$ cat src/rtl/systolic_pkg.sv
// systolic_pkg: shared state type, default cell width and cell addressing helper
// for the systolic array front-end blocks.
package systolic_pkg;

    typedef enum logic {IDLE, STREAM} state_t;

    localparam int DEFAULT_DATA_W = 8;

    // Row-major cell index of (row, col) in a matrix with `cols` columns.
    function automatic int cell_idx(int row, int col, int cols);
        return row * cols + col;
    endfunction

endpackage

$ cat src/rtl/matrix_skew_buffer_if.sv
// matrix_skew_buffer_if: host/stream bundle of the matrix skew buffer.
//   master (host side) drives : wr_en, wr_addr, wr_data, start, rd_row [, transpose]
//   slave  (buffer side) drives: wr_reject, load_done, busy, done, skew_out, skew_valid, row_out
//   transpose exists only when MATRIX_SKEW_TRANSPOSE_EN is defined.
interface matrix_skew_buffer_if
    import systolic_pkg::*;
#(
    parameter int ROWS   = 4,
    parameter int COLS   = 4,
    parameter int DATA_W = DEFAULT_DATA_W
);
    localparam int ADDR_W = $clog2(ROWS * COLS);
    localparam int RSEL_W = ROWS > 1 ? $clog2(ROWS) : 1;

    logic                     wr_en;
    logic [ADDR_W-1:0]        wr_addr;
    logic [DATA_W-1:0]        wr_data;
    logic                     wr_reject;
    logic                     load_done;
    logic                     start;
    logic                     busy;
    logic                     done;
    logic [ROWS*DATA_W-1:0]   skew_out;
    logic [ROWS-1:0]          skew_valid;
    logic [RSEL_W-1:0]        rd_row;
    logic [COLS*DATA_W-1:0]   row_out;
`ifdef MATRIX_SKEW_TRANSPOSE_EN
    logic                     transpose;
`endif

    modport master (
        output wr_en, wr_addr, wr_data, start, rd_row,
`ifdef MATRIX_SKEW_TRANSPOSE_EN
        output transpose,
`endif
        input  wr_reject, load_done, busy, done, skew_out, skew_valid, row_out
    );

    modport slave (
        input  wr_en, wr_addr, wr_data, start, rd_row,
`ifdef MATRIX_SKEW_TRANSPOSE_EN
        input  transpose,
`endif
        output wr_reject, load_done, busy, done, skew_out, skew_valid, row_out
    );

endinterface

$ cat src/rtl/skew_lane_mux.sv
// skew_lane_mux: combinational element picker for one systolic lane.
//   k         in  stream cycle index
//   lane      in  lane number r
//   matrix    in  flattened row-major matrix, cell i at [i*DATA_W +: DATA_W]
//   transpose in  1: pick A[k-r][r], 0: pick A[r][k-r]
//   data      out selected cell, 0 when not valid
//   valid     out 0 <= k-r < COLS
module skew_lane_mux
    import systolic_pkg::*;
#(
    parameter int ROWS   = 4,
    parameter int COLS   = 4,
    parameter int DATA_W = DEFAULT_DATA_W,
    localparam int ADDR_W = $clog2(ROWS * COLS),
    localparam int RSEL_W = ROWS > 1 ? $clog2(ROWS) : 1,
    localparam int CNT_W  = $clog2(ROWS + COLS)
) (
    input  logic [CNT_W-1:0]            k,
    input  logic [RSEL_W-1:0]           lane,
    input  logic [ROWS*COLS*DATA_W-1:0] matrix,
    input  logic                        transpose,
    output logic [DATA_W-1:0]           data,
    output logic                        valid
);
    logic [DATA_W-1:0] cells [ROWS*COLS];
    logic [ADDR_W-1:0] idx;
    int                d;

    for (genvar i = 0; i < ROWS * COLS; i++) begin : g_cell
        assign cells[i] = matrix[i*DATA_W +: DATA_W];
    end

    always_comb begin
        d     = int'(k) - int'(lane);
        valid = d >= 0 && d < COLS;
        idx   = valid ? ADDR_W'(transpose ? cell_idx(d, int'(lane), COLS)
                                          : cell_idx(int'(lane), d, COLS)) : '0;
        data  = valid ? cells[idx] : '0;
    end

endmodule

$ cat src/rtl/matrix_skew_buffer.sv
// matrix_skew_buffer: ROWSxCOLS cell buffer loaded by address, streamed diagonally
// skewed (lane r delayed r cycles) into the left edge of a systolic PE array.
//   clk   in  rising-edge clock
//   reset in  asynchronous active-high reset
//   bus   slave modport of matrix_skew_buffer_if (write port, stream control,
//         skewed lane outputs, registered raw row readback)
// Optional: MATRIX_SKEW_TRANSPOSE_EN adds bus.transpose (stream columns instead of rows).
module matrix_skew_buffer
    import systolic_pkg::*;
#(
    parameter int ROWS   = 4,
    parameter int COLS   = 4,
    parameter int DATA_W = DEFAULT_DATA_W
) (
    input  logic                 clk,
    input  logic                 reset,
    matrix_skew_buffer_if.slave  bus
);
    localparam int NCELL  = ROWS * COLS;
    localparam int ADDR_W = $clog2(NCELL);
    localparam int RSEL_W = ROWS > 1 ? $clog2(ROWS) : 1;
    localparam int CNT_W  = $clog2(ROWS + COLS);
    localparam int T      = ROWS + COLS - 1;

    state_t                  state, state_d;
    logic [CNT_W-1:0]        cnt, cnt_d, k;
    logic [NCELL*DATA_W-1:0] matrix, matrix_nxt;
    logic [NCELL-1:0]        written, hit;
    logic                    accept, last, emit, wr_ok, tr;
    logic [ROWS*DATA_W-1:0]  lane_data;
    logic [ROWS-1:0]         lane_valid;
    logic [COLS*DATA_W-1:0]  rows [2**RSEL_W];

`ifdef MATRIX_SKEW_TRANSPOSE_EN
    logic tr_q;
    if (ROWS != COLS) begin : g_shape_check
        $error("matrix_skew_buffer: transpose needs a square matrix");
    end
    // Orientation is latched on the accept edge and held for the whole stream.
    assign tr = accept ? bus.transpose : tr_q;
    always_ff @(posedge clk or posedge reset)
        if (reset) tr_q <= 1'b0;
        else tr_q <= tr;
`else
    assign tr = 1'b0;
`endif

    assign wr_ok = bus.wr_en && state == IDLE && |hit;

    // Out-of-range addresses match no cell, so |hit doubles as the range check.
    for (genvar i = 0; i < NCELL; i++) begin : g_cell
        logic [DATA_W-1:0] q;
        assign hit[i] = bus.wr_addr == ADDR_W'(i);
        always_ff @(posedge clk or posedge reset)
            if (reset) q <= '0;
            else if (wr_ok && hit[i]) q <= bus.wr_data;
        assign matrix[i*DATA_W +: DATA_W] = q;
        // The stream taps next-state contents so a write in the start cycle is seen.
        assign matrix_nxt[i*DATA_W +: DATA_W] = wr_ok && hit[i] ? bus.wr_data : q;
    end

    always_ff @(posedge clk or posedge reset)
        if (reset) begin
            state <= IDLE;
            cnt   <= '0;
        end else begin
            state <= state_d;
            cnt   <= cnt_d;
        end

    // cnt holds the index of the next stream cycle to be registered.
    always_comb begin
        accept  = state == IDLE && bus.start;
        last    = state == STREAM && cnt == CNT_W'(T);
        emit    = accept || (state == STREAM && !last);
        state_d = accept ? STREAM : last ? IDLE : state;
        cnt_d   = accept ? CNT_W'(1) : emit ? cnt + 1'b1 : cnt;
        k       = accept ? '0 : cnt;
    end

    for (genvar i = 0; i < ROWS; i++) begin : g_lane
        skew_lane_mux #(.ROWS(ROWS), .COLS(COLS), .DATA_W(DATA_W)) u_mux (
            .k         (k),
            .lane      (RSEL_W'(i)),
            .matrix    (matrix_nxt),
            .transpose (tr),
            .data      (lane_data[i*DATA_W +: DATA_W]),
            .valid     (lane_valid[i])
        );
    end

    // Row table padded to the full select range so rd_row >= ROWS reads 0.
    for (genvar i = 0; i < 2**RSEL_W; i++) begin : g_row
        if (i < ROWS) begin : g_real
            assign rows[i] = matrix[i*COLS*DATA_W +: COLS*DATA_W];
        end else begin : g_pad
            assign rows[i] = '0;
        end
    end

    always_ff @(posedge clk or posedge reset)
        if (reset) begin
            bus.skew_out   <= '0;
            bus.skew_valid <= '0;
            bus.done       <= 1'b0;
            bus.wr_reject  <= 1'b0;
            bus.row_out    <= '0;
            written        <= '0;
        end else begin
            bus.skew_out   <= emit ? lane_data : '0;
            bus.skew_valid <= emit ? lane_valid : '0;
            bus.done       <= last;
            bus.wr_reject  <= bus.wr_en && !wr_ok;
            bus.row_out    <= rows[bus.rd_row];
            written        <= last ? '0 : wr_ok ? written | hit : written;
        end

    assign bus.busy      = state == STREAM;
    assign bus.load_done = &written;

endmodule

$ cat src/flat_wrapper.sv
// flat-port wrapper written by rule: the top's interface ports become plain ports
module matrix_skew_buffer_flat import systolic_pkg::*;
#(
    parameter int ROWS   = 4,
    parameter int COLS   = 4,
    parameter int DATA_W = DEFAULT_DATA_W
)
  (clk, reset, bus_wr_en, bus_wr_addr, bus_wr_data, bus_start, bus_rd_row, bus_wr_reject, bus_load_done, bus_busy, bus_done, bus_skew_out, bus_skew_valid, bus_row_out);
  matrix_skew_buffer_if #(.ROWS(ROWS), .COLS(COLS), .DATA_W(DATA_W)) bus_i ();
  input  logic clk;
  input  logic reset;
  input wire logic [$bits(bus_i.wr_en)-1:0] bus_wr_en;
  input wire logic [$bits(bus_i.wr_addr)-1:0] bus_wr_addr;
  input wire logic [$bits(bus_i.wr_data)-1:0] bus_wr_data;
  input wire logic [$bits(bus_i.start)-1:0] bus_start;
  input wire logic [$bits(bus_i.rd_row)-1:0] bus_rd_row;
  output wire logic [$bits(bus_i.wr_reject)-1:0] bus_wr_reject;
  output wire logic [$bits(bus_i.load_done)-1:0] bus_load_done;
  output wire logic [$bits(bus_i.busy)-1:0] bus_busy;
  output wire logic [$bits(bus_i.done)-1:0] bus_done;
  output wire logic [$bits(bus_i.skew_out)-1:0] bus_skew_out;
  output wire logic [$bits(bus_i.skew_valid)-1:0] bus_skew_valid;
  output wire logic [$bits(bus_i.row_out)-1:0] bus_row_out;
  assign bus_i.wr_en = bus_wr_en;
  assign bus_i.wr_addr = bus_wr_addr;
  assign bus_i.wr_data = bus_wr_data;
  assign bus_i.start = bus_start;
  assign bus_i.rd_row = bus_rd_row;
  assign bus_wr_reject = bus_i.wr_reject;
  assign bus_load_done = bus_i.load_done;
  assign bus_busy = bus_i.busy;
  assign bus_done = bus_i.done;
  assign bus_skew_out = bus_i.skew_out;
  assign bus_skew_valid = bus_i.skew_valid;
  assign bus_row_out = bus_i.row_out;
  matrix_skew_buffer #(.ROWS(ROWS), .COLS(COLS), .DATA_W(DATA_W)) u_core (.clk(clk), .reset(reset), .bus(bus_i));
endmodule
$ cat config.mk
export PLATFORM = sky130hd
export DESIGN_NAME = matrix_skew_buffer_flat
export DESIGN_NICKNAME = d
export VERILOG_FILES = /design/src/rtl/systolic_pkg.sv /design/src/rtl/matrix_skew_buffer_if.sv /design/src/rtl/skew_lane_mux.sv /design/src/rtl/matrix_skew_buffer.sv /design/src/flat_wrapper.sv
export SDC_FILE = /design/constraint.sdc
export NUM_CORES = 1
export LEC_CHECK = 0
export BUFFER_PORTS_ARGS = -buffer_cell sky130_fd_sc_hd__buf_2
export CORE_MARGIN = 2
export CORE_UTILIZATION = 50
export CTS_CLUSTER_SIZE = 40
export DETAILED_ROUTE_END_ITERATION = 8
export GPL_TIMING_DRIVEN = 1
export PLACE_DENSITY = 0.68
export SLEW_MARGIN = 10
export SYNTH_ARGS = -nofsm -noshare
export SYNTH_HDL_FRONTEND = slang
export SYNTH_SLANG_ARGS = --single-unit
export TNS_END_PERCENT = 20
$ cat constraint.sdc
create_clock -name clk -period 13.25 [get_ports clk]
set_input_delay 3.3125 -clock clk [delete_from_list [all_inputs] [get_ports clk]]
set_output_delay 3.3125 -clock clk [all_outputs]
set_load 0.01 [all_outputs]
* Word-level counts from Yosys, hierarchy flattened
Cells that the tools add are included. W data, S select, Z words.
Storage, ports and cells: register bits 218, latch bits 0, RAM bits 0, memory bits (read-only) 0, input port bits 18, output and inout bits 72, memories kept 0
Operators by class: add/sub/neg operators 7, $mul 0, divide/modulo/power cells 0, $lt $le $gt $ge 13, equal/unequal tests 16, shift-type cells 0, mux-type cells 48, bitwise operators 7, reductions and logical operators 35
Operators by type and width (count):
- $mux W8 | 28
- $bmux W8 S4 | 4
- $mux W32 | 3
- $bmux W32 S2 | 1
- $eq A4 B4 Y1 const B | 8
- $mux W16 | 2
- $logic_and A1 B1 Y1 | 26
- $ge A5 B5 Y1 const B | 4
- $eq A4 B3 Y1 const B | 4
- $mux W4 | 4
- $or A16 B16 Y16 | 1
- $reduce_and A16 Y1 | 1
- $reduce_or A16 Y1 | 1
- $not A4 Y5 | 3
- $ge A4 B1 Y1 const B | 3
- $lt A4 B4 Y1 const B | 3
- $mux W3 | 4
- $add A4 B4 Y4 const A | 2
- $eq A4 B2 Y1 const B | 2
- $sub A3 B2 Y4 const B | 2
- $reduce_bool A2 Y1 | 3
- $not A3 Y5 | 1
- $add A3 B4 Y4 const A | 1
- $eq A4 B1 Y1 const B | 1
- other kinds (12) | 14

* Depth between registers and ports, before layout
word-level depth 13, depth in mapped cells 19, mapped depth without buffers 13

* Modules after synthesis
Synthesis repeated with hierarchy kept, for this count alone.
Second synthesis, totals: cell total of the unflattened synthesis 1464, area, all modules 13892.1 um2
Modules (own cells, without submodules):
- matrix_skew_buffer | instances 1, cells each 520, area each 8536.9 um2, seq. area each 5455.2 um2
- skew_lane_mux | instances 4, cells each 236, area each 1338.8 um2, seq. area each 0.0 um2

* Least setup slack after synthesis
Ideal clock, no wire load.
kind input port to flip-flop, start input bus_start, end register u_core.bus.skew_out[14], library setup time 140 ps, arrival 6522 ps, slack 6589 ps, stages on the path 19, buffers on the path 6, cells stage by stage nand2b_1 > buf_2 > and2_1 > buf_2 > inv_2 > clkbuf_1 > ha_1 > xnor2_1 > clkbuf_1 > inv_1 > ha_1 > nand2_1 > o21ba_1 > nor3_2 > buf_4 > buf_2 > mux2i_1 > a2111oi_0 > a311oi_1
On the way: longest elaborated chain between the ends 12
Ends and longest elaborated chain:
- start: declaration | RTL line flat_wrapper.sv:15 | input wire logic [$bits(bus_i.start)-1:0] bus_start;
- $logic_and A1 B1 Y1 (*) | RTL line matrix_skew_buffer.sv:73 | accept = state == IDLE && bus.start;
- $mux W3 | RTL line matrix_skew_buffer.sv:78 | k = accept ? '0 : cnt;
- $sub A3 B1 Y4 | RTL line skew_lane_mux.sv:34 | d = int'(k) - int'(lane);
- $ge A4 B1 Y1 / $lt A4 B4 Y1 (equally long branches) | RTL line skew_lane_mux.sv:35 | valid = d >= 0 && d < COLS;
- $logic_and A1 B1 Y1 | RTL line skew_lane_mux.sv:35
- $mux W4 | RTL line skew_lane_mux.sv:36 | idx = valid ? ADDR_W'(transpose ? cell_idx(d, int'(lane), COLS)
- $not A4 Y5 (implied by the code) | RTL line skew_lane_mux.sv:38 | data = valid ? cells[idx] : '0;
- $bmux W8 S4 | RTL line skew_lane_mux.sv:38
- $mux W8 (implied by the code) (2 in a row) | RTL line skew_lane_mux.sv:38
- $mux W8 | RTL line skew_lane_mux.sv:38
- $mux W32 (*) | RTL line matrix_skew_buffer.sv:110 | bus.skew_out <= emit ? lane_data : '0;
- end signal: assignment | RTL line matrix_skew_buffer.sv:110
- end: declaration | RTL line matrix_skew_buffer_if.sv:44 | output wr_reject, load_done, busy, done, skew_out, skew_valid, row_out
Every way passes the cells marked *; elsewhere a longest branch is shown, timed or not. The select of a mux whose other input is x is not followed. A chain may end at the register's enable or synchronous reset.

* Worst setup path in the final report
start input bus_start, end register u_core.bus.skew_out[11]
Same word-level chain as after synthesis.

==> impl_metrics.json <==
{
  "status": "completed",
  "dieArea_sq_mm": 0.0244,
  "crit_arrival_ns": 7.97,
  "synthesis.area_sq_mm": 0.0116,
  "grt_pass1_wl_um": 57000,
  "min_period_ns": 7.59,
  "start_kind": "primary input",
  "synth_area_per_cell_sq_um": 11.3,
  "worstSkewPairLatency_ns": 0.54,
  "maxSlewViolCount": 0,
  "synth_area_leader_cell": "dfrtp_1",
  "required_ns": 13.62,
  "core_area_sq_mm": 0.0227,
  "critPathKind": "in -> reg",
  "tritoncts": "yes",
  "post-place-ws_ns": 5.25,
  "grt_max_degree": 144,
  "vias": 9119,
  "reg2reg_slack_ns": 7.81,
  "setup_tns_ns": 0,
  "hold_viol": 0,
  "viasPerCell": 6.67,
  "crit_path_end_kind": "register",
  "antenna_found_initial": 1,
  "first_iter_violations": 1123,
  "syn2layout_area_growth_pct": 11.9,
  "stdcell_count": 1367,
  "cts.sinks": 218,
  "nNetsFinal": 1090,
  "num_io_pins": 90,
  "clock-root-buffer": "clkbuf_16",
  "cts_made_buffers": 24,
  "async_reset_ff_share_pct": 100,
  "ys_warn_count": 0,
  "tightest_slew_ns": 1.21,
  "min-delay-path-class": "reg -> reg",
  "synth-main-ff-cell": "dfrtp_1",
  "powerDensity_mw_per_mm2": 267,
  "routed_wl_um": 37600,
  "cts_max_path_buffers": 3,
  "drive_gt1_share_pct": 27.0,
  "ys_seq_area_share_pct": 47.1,
  "postCtsSetupRepairBufs": 0,
  "die_w_um": 156,
  "synth_common_cells": "dfrtp_1, mux2i_1, nand2_1",
  "htreeDepth": 1,
  "start_util_pct": 51.0,
  "layout_setup_ws_ns": 5.66,
  "numPlacedInstances": 1323,
  "synth_edf_count": 0,
  "gp_congestion": 0.983,
  "detail_route.first_pass.iterations": 6,
  "num_rows": 55,
  "route.detailed.drc": 0,
  "cts_resized": 0,
  "rsz0062_at_grt": "false",
  "cts_hold_buf": 0,
  "finalSetupViolCount": 0,
  "grt_pass1_vias": 8963,
  "synth_area_leaders": "dfrtp_1, mux2i_1, mux4_2, mux2_2, a311oi_1",
  "cts.clk_slew.worst_paths_ns": 0.06,
  "max_freq_mhz": 132,
  "ys_ff_latch": 218,
  "dp.final_hpwl_um": 23600,
  "period_share_pct": 57.3,
  "maxCapViolations": 0,
  "cp_max_fo": 41,
  "leakage_nw": 6.83,
  "yosys.cell_types.count": 66,
  "synth_cells": 1022,
  "synthesis.nets": 1048,
  "grt_remaining_overflow": 0,
  "track_usage_pct": 31.4,
  "final_antenna_net_count": 0,
  "synth_top_area_share_pct": 47.1,
  "synth.most_common_cell": "dfrtp_1",
  "n_antenna_cell": 0,
  "dieHeight_um": 156,
  "irDropWorstVdd_v": 0.000175,
  "routedWlPerCell_um": 27.5,
  "slew_headroom_pct": 19.5,
  "fin_skew_ns": 0.0189,
  "portBuffers": 89
}
==> metrics by stage <==
step	total power, mW	area (sq um)	hold WS, ns	utilization, %
after floorplan	2.17	11600	0.446	-
after global placement	2.68	12100	0.462	53.4
after detailed placement	2.70	12100	0.464	53.4
after CTS	3.41	13000	0.478	57.1
after global routing	3.63	13000	0.502	57.1
final	3.46	13000	0.482	57.1
==> cell usage in the layout (no fill, tap or decap), types with 11 or more instances in the layout <==
cell type    n
nor2_1      23
buf_4       15
a21o_1      18
dfrtp_1    218
nand2b_1    11
clkbuf_16   25
mux2_2      59
a311oi_1    39
a21boi_0    38
a2111oi_0   20
a211oi_1    34
a21oi_1     12
and3_1      49
mux4_2      32
nor3_1      12
nand2_1     66
inv_1       50
or2_2       38
o211ai_1    16
buf_2       89
mux2i_1     79
==> layer usage <==
| metal | wire, um | global-route usage (%) | part of all wire [%] |
|---|---|---|---|
| met2 | 15700 | 44.7 | 42 |
| met3 | 4450 | 8.89 | 12 |
| met4 | 1290 | 10.4 | 3.4 |
| met5 | 13 | 0 | 0.035 |
| met1 | 16100 | 46.3 | 43 |
==> path summary, 6_finish.rpt <==
check,startpoint,end,cells after the start
max,bus_start,u_core.bus.skew_out[11]$_DFF_PP0_,16
min,u_core.written[12]$_DFFE_PP0P_,u_core.written[12]$_DFFE_PP0P_,2
max reg2reg,u_core.bus.busy$_DFFE_PP0P_,u_core.bus.skew_out[11]$_DFF_PP0_,15
min reg2reg,u_core.written[12]$_DFFE_PP0P_,u_core.written[12]$_DFFE_PP0P_,2
max in group asynchronous,reset,u_core.g_cell[13].q[2]$_DFF_PP0_,3
min in group asynchronous,reset,u_core.written[2]$_DFFE_PP0P_,2
==> area by class of cell <==
type                    instances  area [sq um]
fillers                      1948          9750
well taps                     285           357
repair buffers                104           558
multi-input cells             663          5560
clock inverters                11           126
clock buffers                  33           706
inverters                      53           206
flip-flops and latches        218          5460
==> cell families after synthesis <==
kind of cell	Yosys count	synth area share, %
AOI/OAI and AO/OA	240	16.5
xor gates and xnor gates	3	0.227
adders and majority gates	8	0.864
buffers and inverters	141	5.25
DFF	218	47.1
muxes	170	18.8
and+or+nand+nor	242	11.3
==> sequential cells by signal, indices dropped and copies added, names as in the netlist <==
name	count
u_core.g_cell.q	128
u_core.bus.row_out	32
u_core.bus.skew_out	32
u_core.written	16
u_core.bus.skew_valid	4
u_core.cnt	3
u_core.bus.busy	1
u_core.bus.done	1
u_core.bus.wr_reject	1
==> critical path, stage by stage <==
cell and delay [ns]:
buf_2 0.12, nand2b_1 0.17, and2_1 0.28, inv_2 0.61, ha_1 0.40, xnor2_2 0.14
buf_4 0.39, inv_1 0.14, ha_1 0.27, nand2_1 0.13, o21ba_1 0.20, nor3_4 0.55
buf_4 0.47, a2111oi_0 0.16, a2111oi_0 0.48, a311oi_1 0.11
==> report_power, final <==
| part | switching (mW) | internal (mW) |
|---|---|---|
| Combinational | 1.09 | 0.654 |
| Clock | 0.290 | 0.414 |
| Sequential | 0.127 | 0.894 |
| Total | 1.50 | 1.96 |
No activity file was read; power rests on OpenSTA's default activity.
